--- config.mk ---
export PLATFORM = sky130hd
export DESIGN_NAME = sdram_test_gen
export DESIGN_NICKNAME = d
export VERILOG_FILES = /design/src/rtl/sdram_test_gen_pkg.sv /design/src/rtl/sdram_test_gen_pattern_gen.sv /design/src/rtl/sdram_test_gen.sv
export SDC_FILE = /design/constraint.sdc
export NUM_CORES = 1
export LEC_CHECK = 0
export BUFFER_PORTS_ARGS = -buffer_cell sky130_fd_sc_hd__clkbuf_2
export CAP_MARGIN = 20
export CORE_MARGIN = 10
export CORE_UTILIZATION = 55
export CTS_BUF_LIST = sky130_fd_sc_hd__clkbuf_16
export DETAILED_ROUTE_END_ITERATION = 7
export GPL_ROUTABILITY_DRIVEN = 0
export PLACE_DENSITY = 0.79
export SYNTH_ARGS = -nofsm -noshare
export SYNTH_HDL_FRONTEND = slang
export SYNTH_SLANG_ARGS = --single-unit
--- constraint.sdc ---
create_clock -name master_clk_i -period 4.8 [get_ports master_clk_i]
set_clock_uncertainty 0.15 [all_clocks]
set_input_delay 1.2 -clock master_clk_i [delete_from_list [all_inputs] [get_ports master_clk_i]]
set_output_delay 1.2 -clock master_clk_i [all_outputs]
set_load 0.01 [all_outputs]
--- src/rtl/sdram_test_gen_pkg.sv ---
// Shared definitions for the SDRAM pattern tester.
//   state_e     : FSM state enumeration (also driven out as a debug port)
//   MODE_*      : encodings of the mode_i pattern selector
//   lfsr_taps() : maximal-length Galois tap masks for widths 8..32. Bit k
//                 of the mask corresponds to polynomial term x^(k+1). Use it
//                 with a right-shifting register: when the bit shifted out of
//                 bit 0 is 1, XOR the mask into the shifted value.
package sdram_test_gen_pkg;

  typedef enum logic [2:0] {
    ST_IDLE     = 3'd0,
    ST_WRITE    = 3'd1,
    ST_READ     = 3'd2,
    ST_CHECK    = 3'd3,
    ST_PASS_END = 3'd4,
    ST_DONE     = 3'd5
  } state_e;

  localparam logic [1:0] MODE_ADDR = 2'd0;
  localparam logic [1:0] MODE_LFSR = 2'd1;
  localparam logic [1:0] MODE_WALK = 2'd2;
  localparam logic [1:0] MODE_INV  = 2'd3;

  function automatic logic [31:0] lfsr_taps(input int width);
    logic [31:0] taps;
    case (width)
      8:       taps = 32'h0000_00B8;
      9:       taps = 32'h0000_0110;
      10:      taps = 32'h0000_0240;
      11:      taps = 32'h0000_0500;
      12:      taps = 32'h0000_0829;
      13:      taps = 32'h0000_100D;
      14:      taps = 32'h0000_2015;
      15:      taps = 32'h0000_6000;
      16:      taps = 32'h0000_D008;
      17:      taps = 32'h0001_2000;
      18:      taps = 32'h0002_0400;
      19:      taps = 32'h0004_0023;
      20:      taps = 32'h0009_0000;
      21:      taps = 32'h0014_0000;
      22:      taps = 32'h0030_0000;
      23:      taps = 32'h0042_0000;
      24:      taps = 32'h00E1_0000;
      25:      taps = 32'h0120_0000;
      26:      taps = 32'h0200_0023;
      27:      taps = 32'h0400_0013;
      28:      taps = 32'h0900_0000;
      29:      taps = 32'h1400_0000;
      30:      taps = 32'h2000_0029;
      31:      taps = 32'h4800_0000;
      32:      taps = 32'h8020_0003;
      default: taps = 32'h0000_00B8;
    endcase
    return taps;
  endfunction

endpackage

--- src/rtl/sdram_test_gen_pattern_gen.sv ---
// sdram_pattern_gen: purely combinational pattern source, shared by the
// write path and the read-back check so both always agree on a word.
//   addr_i      : word address being written or checked
//   mode_i      : pattern selector (see MODE_* in the package)
//   lfsr_i      : current LFSR state
//   exp_o       : data word for this address/state
//   lfsr_next_o : LFSR state after one Galois step
module sdram_pattern_gen
  import sdram_test_gen_pkg::*;
#(
  parameter int DATA_W = 16,
  parameter int ADDR_W = 24
) (
  input  logic [ADDR_W-1:0] addr_i,
  input  logic [1:0]        mode_i,
  input  logic [DATA_W-1:0] lfsr_i,
  output logic [DATA_W-1:0] exp_o,
  output logic [DATA_W-1:0] lfsr_next_o
);

  localparam logic [31:0] TAPS_FULL = lfsr_taps(DATA_W);
  localparam logic [DATA_W-1:0] TAPS = TAPS_FULL[DATA_W-1:0];
  // Wide enough for both the address and the DATA_W divisor.
  localparam int IDX_W = (ADDR_W > 32) ? ADDR_W : 32;

  logic [IDX_W-1:0]  addr_wide;
  logic [IDX_W-1:0]  bit_idx;
  logic [DATA_W-1:0] addr_word;

  always_comb begin
    addr_wide   = IDX_W'(addr_i);
    bit_idx     = addr_wide % IDX_W'(DATA_W);
    addr_word   = DATA_W'(addr_i);
    lfsr_next_o = (lfsr_i >> 1) ^ (lfsr_i[0] ? TAPS : '0);
    exp_o       = addr_word;
    case (mode_i)
      MODE_ADDR: exp_o = addr_word;
      MODE_LFSR: exp_o = lfsr_i;
      MODE_WALK: exp_o = DATA_W'(1) << bit_idx;
      MODE_INV:  exp_o = ~addr_word;
      default:   exp_o = addr_word;
    endcase
  end

endmodule

--- src/rtl/sdram_test_gen.sv ---
// sdram_test_gen: memory tester that writes a pattern over addresses
// 0..ADDR_LAST through an SDRAM controller host port, reads it all back,
// counts mismatches, and repeats for the requested number of passes.
//
// Host handshake: a request (host_wr_o or host_rd_o) is held with stable
// address/data until the controller returns a one-cycle host_done_i; the
// strobe is low in the cycle after done (a one-cycle gap between
// back-to-back writes), and done seen while no request is up is ignored.
//
// Ports:
//   master_clk_i, rst_i (sync, active-high), start_i (one-cycle pulse)
//   mode_i, passes_i        : test configuration, latched on start
//   host_wr_o/rd_o/addr_o/data_o, host_data_i/done_i : controller host port
//   busy_o, pass_o, fail_o  : status
//   err_cnt_o, fail_addr_o, pass_cnt_o : results
//   dbg_state_o             : current FSM state (state_e encoding)
module sdram_test_gen
  import sdram_test_gen_pkg::*;
#(
  parameter int                DATA_W    = 16,
  parameter int                ADDR_W    = 24,
  // All-ones equals 2**ADDR_W-1: test the full address space.
  parameter logic [ADDR_W-1:0] ADDR_LAST = {ADDR_W{1'b1}},
  parameter int                ERR_W     = 8,
  parameter logic [DATA_W-1:0] LFSR_SEED = DATA_W'(1)
) (
  input  logic              master_clk_i,
  input  logic              rst_i,
  input  logic              start_i,
  input  logic [1:0]        mode_i,
  input  logic [3:0]        passes_i,
  output logic              host_wr_o,
  output logic              host_rd_o,
  output logic [ADDR_W-1:0] host_addr_o,
  output logic [DATA_W-1:0] host_data_o,
  input  logic [DATA_W-1:0] host_data_i,
  input  logic              host_done_i,
  output logic              busy_o,
  output logic              pass_o,
  output logic              fail_o,
  output logic [ERR_W-1:0]  err_cnt_o,
  output logic [ADDR_W-1:0] fail_addr_o,
  output logic [3:0]        pass_cnt_o,
  output logic [2:0]        dbg_state_o
);

  state_e            state_q, state_d;
  logic [1:0]        mode_q, mode_d;
  logic [3:0]        passes_q, passes_d;
  logic [ADDR_W-1:0] addr_q, addr_d;
  logic [DATA_W-1:0] lfsr_q, lfsr_d;
  // LFSR state at the start of the current pass; reads replay from here.
  logic [DATA_W-1:0] lfsr_start_q, lfsr_start_d;
  logic [DATA_W-1:0] rd_data_q, rd_data_d;
  logic [ERR_W-1:0]  err_cnt_q, err_cnt_d;
  logic [ADDR_W-1:0] fail_addr_q, fail_addr_d;
  logic [3:0]        pass_cnt_q, pass_cnt_d;
  logic              pass_q, pass_d;
  logic              fail_q, fail_d;
  // Forces the write strobe low for the cycle after each write done.
  logic              gap_q, gap_d;

  logic [DATA_W-1:0] exp_word;
  logic [DATA_W-1:0] lfsr_next;
  logic [3:0]        pass_cnt_inc;

  sdram_pattern_gen #(
    .DATA_W (DATA_W),
    .ADDR_W (ADDR_W)
  ) u_pattern_gen (
    .addr_i      (addr_q),
    .mode_i      (mode_q),
    .lfsr_i      (lfsr_q),
    .exp_o       (exp_word),
    .lfsr_next_o (lfsr_next)
  );

  always_ff @(posedge master_clk_i) begin
    if (rst_i) begin
      state_q      <= ST_IDLE;
      mode_q       <= '0;
      passes_q     <= '0;
      addr_q       <= '0;
      lfsr_q       <= LFSR_SEED;
      lfsr_start_q <= LFSR_SEED;
      rd_data_q    <= '0;
      err_cnt_q    <= '0;
      fail_addr_q  <= '0;
      pass_cnt_q   <= '0;
      pass_q       <= 1'b0;
      fail_q       <= 1'b0;
      gap_q        <= 1'b0;
    end else begin
      state_q      <= state_d;
      mode_q       <= mode_d;
      passes_q     <= passes_d;
      addr_q       <= addr_d;
      lfsr_q       <= lfsr_d;
      lfsr_start_q <= lfsr_start_d;
      rd_data_q    <= rd_data_d;
      err_cnt_q    <= err_cnt_d;
      fail_addr_q  <= fail_addr_d;
      pass_cnt_q   <= pass_cnt_d;
      pass_q       <= pass_d;
      fail_q       <= fail_d;
      gap_q        <= gap_d;
    end
  end

  always_comb begin
    state_d      = state_q;
    mode_d       = mode_q;
    passes_d     = passes_q;
    addr_d       = addr_q;
    lfsr_d       = lfsr_q;
    lfsr_start_d = lfsr_start_q;
    rd_data_d    = rd_data_q;
    err_cnt_d    = err_cnt_q;
    fail_addr_d  = fail_addr_q;
    pass_cnt_d   = pass_cnt_q;
    pass_d       = pass_q;
    fail_d       = fail_q;
    gap_d        = 1'b0;
    // A 4-bit count wraps to 0 after 16 passes, matching passes_i=0.
    pass_cnt_inc = pass_cnt_q + 4'd1;

    case (state_q)
      ST_IDLE, ST_DONE: begin
        if (start_i) begin
          mode_d       = mode_i;
          passes_d     = passes_i;
          err_cnt_d    = '0;
          fail_addr_d  = '0;
          pass_cnt_d   = '0;
          pass_d       = 1'b0;
          fail_d       = 1'b0;
          addr_d       = '0;
          lfsr_d       = LFSR_SEED;
          lfsr_start_d = LFSR_SEED;
          state_d      = ST_WRITE;
        end
      end
      ST_WRITE: begin
        if (host_done_i && !gap_q) begin
          if (addr_q == ADDR_LAST) begin
            addr_d  = '0;
            lfsr_d  = lfsr_start_q;
            state_d = ST_READ;
          end else begin
            addr_d = addr_q + 1'b1;
            lfsr_d = lfsr_next;
            gap_d  = 1'b1;
          end
        end
      end
      ST_READ: begin
        if (host_done_i) begin
          rd_data_d = host_data_i;
          state_d   = ST_CHECK;
        end
      end
      ST_CHECK: begin
        if (rd_data_q != exp_word) begin
          if (err_cnt_q == '0) begin
            fail_addr_d = addr_q;
          end
          if (err_cnt_q != '1) begin
            err_cnt_d = err_cnt_q + 1'b1;
          end
        end
        lfsr_d = lfsr_next;
        if (addr_q == ADDR_LAST) begin
          addr_d  = '0;
          state_d = ST_PASS_END;
        end else begin
          addr_d  = addr_q + 1'b1;
          state_d = ST_READ;
        end
      end
      ST_PASS_END: begin
        pass_cnt_d = pass_cnt_inc;
        if (pass_cnt_inc == passes_q) begin
          pass_d  = (err_cnt_q == '0);
          fail_d  = (err_cnt_q != '0);
          state_d = ST_DONE;
        end else begin
          // Next pass continues the LFSR sequence, so it writes new data.
          addr_d       = '0;
          lfsr_start_d = lfsr_q;
          state_d      = ST_WRITE;
        end
      end
      default: state_d = ST_IDLE;
    endcase
  end

  assign host_wr_o   = (state_q == ST_WRITE) && !gap_q;
  assign host_rd_o   = (state_q == ST_READ);
  assign host_addr_o = addr_q;
  assign host_data_o = host_wr_o ? exp_word : '0;
  assign busy_o      = (state_q != ST_IDLE) && (state_q != ST_DONE);
  assign pass_o      = pass_q;
  assign fail_o      = fail_q;
  assign err_cnt_o   = err_cnt_q;
  assign fail_addr_o = fail_addr_q;
  assign pass_cnt_o  = pass_cnt_q;
  assign dbg_state_o = state_q;

endmodule

# Word-level counts from Yosys, hierarchy flattened
# Cells that the tools add are included.
[totals] regBits=120 in_bits=26 out_inout_bits=84 wordCells=104
[op_classes] addsub=3 eq_ne=22 shift=1 muxes=36 bitwise_logic=4 n_reduce_logical=25
[op_table] op="$mux W24" n=6
[op_table] op="$mux W16" n=6
[op_table] op="$pmux W24 S4" n=1
[op_table] op="$pmux W16 S4" n=1
[op_table] op="$pmux W16 S3" n=1
[op_table] op="$pmux W24 S2" n=1
[op_table] op="$pmux W16 S2" n=1
[op_table] op="$add A24 B1 Y24 const B" n=1
[op_table] op="$eq A24 B24 Y1 const B" n=1
[op_table] op="$mux W8" n=3
[op_table] op="$mux W3" n=6
[op_table] op="$ne A16 B16 Y1" n=1
[op_table] op="$ne A2 B2 Y1 const B" n=8
[op_table] op="$not A16 Y16" n=1
[op_table] op="$pmux W8 S2" n=1
[op_table] op="$reduce_and A4 Y1" n=4
[op_table] op="$shl A1 B4 Y16 const A" n=1
[op_table] op="$xor A15 B16 Y16" n=1
[op_table] op="$pmux W3 S5" n=1
[op_table] op="$reduce_and A3 Y1" n=3
[op_table] op="$add A8 B1 Y8 const B" n=1
[op_table] op="$logic_not A8 Y1" n=1
[op_table] op="$ne A8 B8 Y1 const B" n=1
[op_table] op="$pmux W4 S2" n=1
[op_table] op="24 further kinds" n=38

# Depth between registers and ports, before layout
# Gate-level depths: netlist of the first run.
[logic_depth] word_depth=5 depth_mapped=11 mapped_depth_nobuf=10

# Modules after synthesis
# Synthesis of the first run repeated with hierarchy kept, for this count alone.
[unflattened] hier_cells=703 hier_area_um2=6077.1
[by_module_without_submodules] mod="sdram_test_gen" n_inst=1 cells_per_inst=621 area_each_um2=5470.2 seq_area_each_um2=2402.3
[by_module_without_submodules] mod="sdram_pattern_gen" n_inst=1 cells_per_inst=82 area_each_um2=606.8 seq_area_each_um2=0.0

# Worst setup path before layout of the first run
# Ideal clock, no wire load.
[synth_path] path_kind="input to register" from="in start_i" to="reg addr_q[21] (netlist: host_addr_o[21])" setup_ps=71 t_arrival_ps=2989 required_time_ps=4579 setup_slack_ps=1590 cell_stages=10 path_buffers=2 path_cell_list="inv_1 -> or4_4 -> buf_6 -> nand2_8 -> o2111a_4 -> nand2_2 -> or2_1 -> buf_6 -> or3_1 -> a21oi_1"
[synth_via] elab_chain_len=2
[synth_lines] element="start, declared" line="sdram_test_gen.sv:29" rtl="input logic start_i,"
[synth_lines] element="$ne A2 B2 Y1 (no line)"
[synth_lines] element="$reduce_and A4 Y1 (no line)"
[synth_lines] element="end signal, assigned" line="sdram_test_gen.sv:97" rtl="addr_q <= addr_d;"
[synth_lines] element="end, declared" line="sdram_test_gen.sv:50" rtl="logic [ADDR_W-1:0] addr_q, addr_d;"
# No other way between the ends.
# A chain may end at the register's enable or synchronous reset.

# Final worst setup path of the first run
[layout_path] from="reg state_q[0] (netlist: dbg_state_o[0])" to="out host_data_o[10]"
[layout_via] elab_chain_len=3
[layout_lines] element="start, declared" line="sdram_test_gen.sv:47" rtl="state_e state_q, state_d;"
[layout_lines] element="start signal, assigned" line="sdram_test_gen.sv:94" rtl="state_q <= state_d;"
[layout_lines] element="$eq A3 B1 Y1" line="sdram_test_gen.sv:197" rtl="assign host_wr_o = (state_q == ST_WRITE) && !gap_q;"
[layout_lines] element="$logic_and A1 B1 Y1" line="sdram_test_gen.sv:197"
[layout_lines] element="$mux W16" line="sdram_test_gen.sv:200" rtl="assign host_data_o = host_wr_o ? exp_word : '0;"
[layout_lines] element="end, declared" line="sdram_test_gen.sv:35" rtl="output logic [DATA_W-1:0] host_data_o,"
# No other way between the ends.

==> run metrics, run 1 <==
Post-Route WL=17.3 mm; critical path data required time=3450 ps; Relative slew margins=29.2%; Root Buffer=clkbuf_16; CTS Hold Buffers Added=0; asr flop ratio synth=0%; Synth Instances=751; post-synth top area share=38.6%; yosys warns=0; setup ws final=945 ps; worst-path cell chain=nand2b_1 > or3_1 > inv_1 > and3_1 > clkbuf_2; Worst-Margin Slew=1060 ps; arrival time worst endpoint=2510 ps; clock transition at the registers of the reported paths=60 ps; Place WS=1150 ps; crit share post-route=80.3%; Crit path max-delay family=simple AND/OR/NAND/NOR gates; final hold violations=0; initial antenna violation count=0; syn nets=786; remaining antenna violation count=0; clock sink count=120; routed len/inst=17.7 µm; final setup fails=0; Std-Cell Rows=38; total grt overflow=0; status=complete, no violations; post-DP HPWL=12.6 mm; EDFF count, synth=0; Synth Flop Type=dfxtp_1; Iteration-0 DRC Markers=486; HP Start=passes_q[0]$_SDFFE_PP0P_; layout cell share with drive strength beyond 1=19.7%; critical path capture point type=output port; Tot Pwr=2430 µW; Initial Util=56.7%; Placed Area=0.00673 mm²; First-pass DRT Iterations=5; nets@finish=863; Worst Path Buf+Inv=2; # diodes=0; FMAX=259 MHz; Post-synth top cells=dfxtp_1 (120), nand2_1 (79), nor2_1 (77); via count=5941; die span in x=126 µm; total CTS buffers=17; IO buf count=109; post-CTS resize count=0; post-synthesis sequential area ratio=38.6%; Setup Fix Bufs, Post-CTS=0; Max-cap violations=0; crit start category=flop; number of synthesized register bits=120; vias in the first global route=5855; Largest stage delay, worst path=600 ps; io pins=110; CP startpoint=dbg_state_o[0]$_SDFFE_PP0P_; DR vias/cell=6.06; largest net degree at the start of global routing=84; DRC viols=0; Final min period=3860 ps; most common cell in the netlist=dfxtp_1; setup TNS=0 ps; Finished Cell Area=0.00728 mm²; slowest CP cell=or3_1; RSZ-0062 raised after global routing=false; max-slew violation count=0; Chip Height=126 µm; largest cells by area after synthesis=dfxtp_1 (39%), mux2i_1 (5.1%), nand2_1 (4.8%), nor2_1 (4.6%), a21oi_1 (4.0%); reg2reg start=mode_q[1]$_SDFFE_PP0P_; die area=0.0160 mm²; Syn-to-layout area delta=17.0%; Max rail drop VDD=296 µV; core area=0.0110 mm²; Mean Syn Cell Area=8.29 µm²; fin util=66.3%; LEAKAGE=0.00293 µW; fillcell total=918; PD cells=334 mW/mm²; Netlist cell types=63; CTS max path bufs=2; wire length of the first global-routing pass=28.3 mm; Total GRT Usage=21.1%; Yosys top cell by area=dfxtp_1; Crit Path Max Fanout=11; CP Class=reg2out; clk_lat worst skew=420 ps; CTS tree=yes; worst min path class=reg2reg; Mapped Area=0.00622 mm²; H-tree levels=4
tightest hold or removal path, delay by kind of cell, from the launching register on:
| kind | cells | cell delay (ps) |
|---|---|---|
| AOI/OAI and AO/OA | 1 | 50 |
| and+or+nand+nor | 1 | 60 |
| DFF | 1 | 320 |
power breakdown:
| group | total [µW] | switching (µW) | internal (µW) |
|---|---|---|---|
| Clock | 1190 | 477 | 709 |
| Combinational | 204 | 124 | 79.6 |
| Sequential | 1040 | 28.4 | 1010 |
| Total | 2430 | 630 | 1800 |
kinds of logic after synthesis:
family / Yosys count / synth area share, %
and+or+nand+nor: 331 / 27.8
AOI/OAI and AO/OA: 154 / 16.3
DFF: 120 / 38.6
buffers and inverters: 70 / 5.15
muxes: 37 / 6.05
xor gates and xnor gates: 30 / 4.22
adders and majority gates: 9 / 1.81
per-stage QoR:
stage,hold WS (ps),instances
CTS,324,981
global placement,308,949
finish,323,981
detailed placement,316,949
global route,344,981
floorplan,289,751
state kept, by name, indices dropped and copies added, names as in the netlist:
name / cells
fail_o: 1
host_addr_o: 24
fail_addr_o: 24
rd_data_q: 16
lfsr_start_q: 16
dbg_state_o: 3
mode_q: 2
lfsr_q: 16
pass_o: 1
pass_cnt_o: 4
gap_q: 1
err_cnt_o: 8
passes_q: 4
final timing paths:
kind / to / slack [ps] / cells after the start
worst min register to register: passes_q[0]$_SDFFE_PP0P_ / 320 / 2
worst max-delay path: host_data_o[10] / 940 / 5
worst max register to register: fail_addr_o[7]$_SDFFE_PP0P_ / 970 / 8
worst min-delay path: passes_q[0]$_SDFFE_PP0P_ / 320 / 2
layout by cell type (no fill, tap or decap), types with 4 or more instances in the layout:
| master | Yosys | final |
|---|---|---|
| ha_1 | 9 | 9 |
| clkbuf_16 | 0 | 17 |
| a21oi_1 | 50 | 50 |
| xor2_1 | 17 | 17 |
| a211oi_1 | 4 | 4 |
| and3_1 | 11 | 11 |
| a221oi_1 | 16 | 16 |
| a31oi_1 | 6 | 6 |
| o21ai_0 | 24 | 24 |
| buf_4 | 0 | 4 |
| dfxtp_1 | 120 | 120 |
| clkbuf_2 | 0 | 108 |
| and4_1 | 4 | 4 |
| clkinvlp_4 | 0 | 5 |
| or3_1 | 18 | 18 |
| and2_0 | 5 | 5 |
| o221ai_1 | 5 | 5 |
| o211ai_1 | 4 | 4 |
| o21ai_1 | 7 | 7 |
| o221a_2 | 4 | 4 |
| inv_1 | 12 | 12 |
| nand4_1 | 11 | 11 |
| nor2_1 | 77 | 77 |
| nor3_1 | 29 | 29 |
| a22oi_1 | 16 | 16 |
| nand2_1 | 79 | 79 |
| nand2b_1 | 31 | 31 |
| nand4b_1 | 4 | 4 |
| nand3b_1 | 29 | 29 |
| xnor2_1 | 13 | 13 |
| nand3_1 | 9 | 9 |
| mux2i_1 | 32 | 32 |
layout make-up:
type	instances	area, µm²	share of cell area (%)
multi-input combinational	561	3500	48.1
sequential	120	2400	33.0
inverter	14	52.6	0.722
timing repair buffer	114	596	8.18
tap	140	175	2.41
clock inverter	15	130	1.79
clock buffer	17	425	5.84
metal layers:
| layer | vias up | global-route usage, % | part of all wire [%] |
|---|---|---|---|
| met5 | - | 0 | 0 |
| met4 | 0 | 10.9 | 3.3 |
| met3 | 44 | 6.41 | 8.7 |
| met2 | 268 | 34.4 | 47 |
| met1 | 2798 | 24.4 | 41 |
| li1 | 2831 | - | - |
Power figures use the tool's default switching activity.
==> run 2: changes to the inputs <==
- clock period: 4.8 -> 4.05 ns (I/O delays scaled with it)
==> run 2 against run 1 <==
Net effect: non-clock buffer count grew 2; cell count grew 0.20%; sequential share of layout area shrank 0.33 points; register-to-register slack lost 300 ps; clock power grew 31%; critical path type unchanged; setup slack lost 470 ps; combinational power grew 21%; worst hold slack lost 8.5 ps; critical path depth is the same; cell area grew 1.0%; die area is the same.
==> run metrics, run 2 (synthesized netlist as in run 1, its figures left out) <==
Tot Pwr=3030 µW (+25%); status=complete, no violations; # diodes=0 (unchanged); FF/Latch Area=0.00240 mm² (unchanged); core area=0.0110 mm² (unchanged); die area=0.0160 mm² (unchanged); most frequent cells in the layout=dfxtp_1 (120), clkbuf_2 (108), nand2_1 (79), nor2_1 (77), a21oi_1 (50); Largest stage delay, worst path=570 ps (-30 ps); final setup fails=0 (unchanged); RSZ-0062 raised after global routing=false; Worst Path Buf+Inv=2 (unchanged); io pins=110 (unchanged); Worst-Margin Slew=1030 ps (-27.1 ps); CTS max path bufs=2 (unchanged); PD cells=412 mW/mm² (+23%); max-slew violation count=0 (unchanged); setup ws final=471 ps (-474 ps); Post-Route WL=17.3 mm (-0.23%); crit start category=flop; post-DP HPWL=12.3 mm (-2.1%); clk_lat worst skew=420 ps (about the same); Setup Fix Bufs, Post-CTS=0 (unchanged); Crit path max-delay family=simple AND/OR/NAND/NOR gates; final hold violations=0 (unchanged); worst-path cell chain=nand2b_1 > or3_1 > inv_1 > and3_1 > clkbuf_2; nets@finish=865 (+0.23%); Pint=2310 µW (+28%); CP Class=reg2out; Crit Path Max Fanout=11 (unchanged); total CTS buffers=17 (unchanged); Root Buffer=clkbuf_16; wire length of the first global-routing pass=28.0 mm (-1.1%); Chip Height=126 µm (unchanged); Std-Cell Rows=38 (unchanged); DRC viols=0 (unchanged); total grt overflow=0 (unchanged); IO buf count=109 (unchanged); Initial Util=56.7% (unchanged); slowest CP cell=or3_1; clock transition at the registers of the reported paths=50 ps (about the same); multi-input logic area=0.00350 mm² (unchanged); Total GRT Usage=21.0% (-0.10 points); Max-cap violations=0 (unchanged); initial antenna violation count=0 (unchanged); commonest non-fill, non-tap cell in the layout=dfxtp_1; Reg power frac=40.6% (-2.2 points); fillcell total=884 (-3.7%); arrival time worst endpoint=2420 ps (-90 ps); remaining antenna violation count=0 (unchanged); H-tree levels=4 (unchanged); clock sink count=120 (unchanged); Final min period=3580 ps; final std cells w/o fill=983 (+0.20%); Clk network pwr share=51.3% (+2.5 points); Iteration-0 DRC Markers=544 (+12%); layout cell share with drive strength beyond 1=19.7% (-0.047 points); via count=5952 (+0.19%); CTS tree=yes; critical path capture point type=output port; post-CTS resize count=0 (unchanged); Relative slew margins=31.0% (+1.8 points); FMAX=279 MHz; die span in x=126 µm (unchanged); LEAKAGE=0.00299 µW (+2.0%); critical path data required time=2890 ps (-560 ps); worst min path class=reg2reg; crit share post-route=88.4%; First-pass DRT Iterations=5 (unchanged); Comb power frac=8.1% (-0.3 points); setup TNS=0 ps (unchanged); vias in the first global route=5551 (-5.2%); DR vias/cell=6.05 (about the same); Switch Pwr=717 µW (+14%); Sw Share=23.7% (-2.2 points); CTS Hold Buffers Added=0 (unchanged); routed len/inst=17.6 µm (-0.43%); Max rail drop VDD=277 µV (-6.5%); largest net degree at the start of global routing=82 (-2.4%); DP Cell Count=951 (+0.21%); Syn-to-layout area delta=18.2%; Place WS=636 ps (-511 ps)
-- run 2: cell count changes in the layout (fill, tap and decap cells not counted), sizes merged --
| cell | previous run | this run |
|---|---|---|
| inv | 16 | 17 |
| buf | 6 | 8 |
| bufinv | 1 | 4 |
| clkinvlp | 5 | 2 |
| clkinv | 7 | 6 |
-- run 2: per-layer routing --
| layer | wire [µm] | vias up | global-route usage (%) | part of all wire [%] |
|---|---|---|---|---|
| met2 | 8050 | 273 | 33.2 | 47 |
| met3 | 1460 | 36 | 6.41 | 8.5 |
| met4 | 445 | 0 | 9.44 | 2.6 |
| li1 | - | 2828 | - | - |
| met1 | 7320 | 2815 | 25.7 | 42 |
| met5 | 0 | - | 0 | 0 |
-- run 2: tightest hold or removal path, stage by stage, from the launching register on --
cell and delay, ps:
dfxtp_1 310, nand2_1 50, a21oi_1 50
-- run 2: area by class of cell --
cell class,count,share of cell area (%)
timing repair buffer,116,8.30
multi-input combinational,561,47.6
inverter,14,0.714
tap,140,2.38
clock inverter,15,2.55
clock buffer,17,5.78
sequential,120,32.7
-- run 2: per-stage QoR --
stage | utilization [%] | cell area, µm² | hold WS, ps
3_3_place_gp | 61.4 | 6740 | 297
3_5_place_dp | 61.4 | 6740 | 306
6_report | 67.0 | 7360 | 314
5_1_grt | 67.0 | 7360 | 336
4_1_cts | 67.0 | 7360 | 313
2_1_floorplan | - | 6220 | 289
-- run 2: power groups by stage --
| stage | logic, µW | clock network, µW | registers, µW |
|---|---|---|---|
| floorplan | 188 | 0 | 1240 |
| global placement | 234 | 0 | 1250 |
| finish | 246 | 1560 | 1230 |
| detailed placement | 242 | 0 | 1250 |
| CTS | 243 | 1570 | 1230 |
| global route | 270 | 1630 | 1230 |
-- run 2: final timing paths --
check	from	endpoint	slack [ps]	depth (start not counted)
worst max-delay path	dbg_state_o[0]$_SDFFE_PP0P_	host_data_o[10]	470	5
worst min-delay path	rd_data_q[10]$_SDFFE_PP0P_	rd_data_q[10]$_SDFFE_PP0P_	310	2
worst max register to register	host_addr_o[0]$_SDFFE_PP0P_	fail_addr_o[9]$_SDFFE_PP0P_	670	11
worst min register to register	rd_data_q[10]$_SDFFE_PP0P_	rd_data_q[10]$_SDFFE_PP0P_	310	2
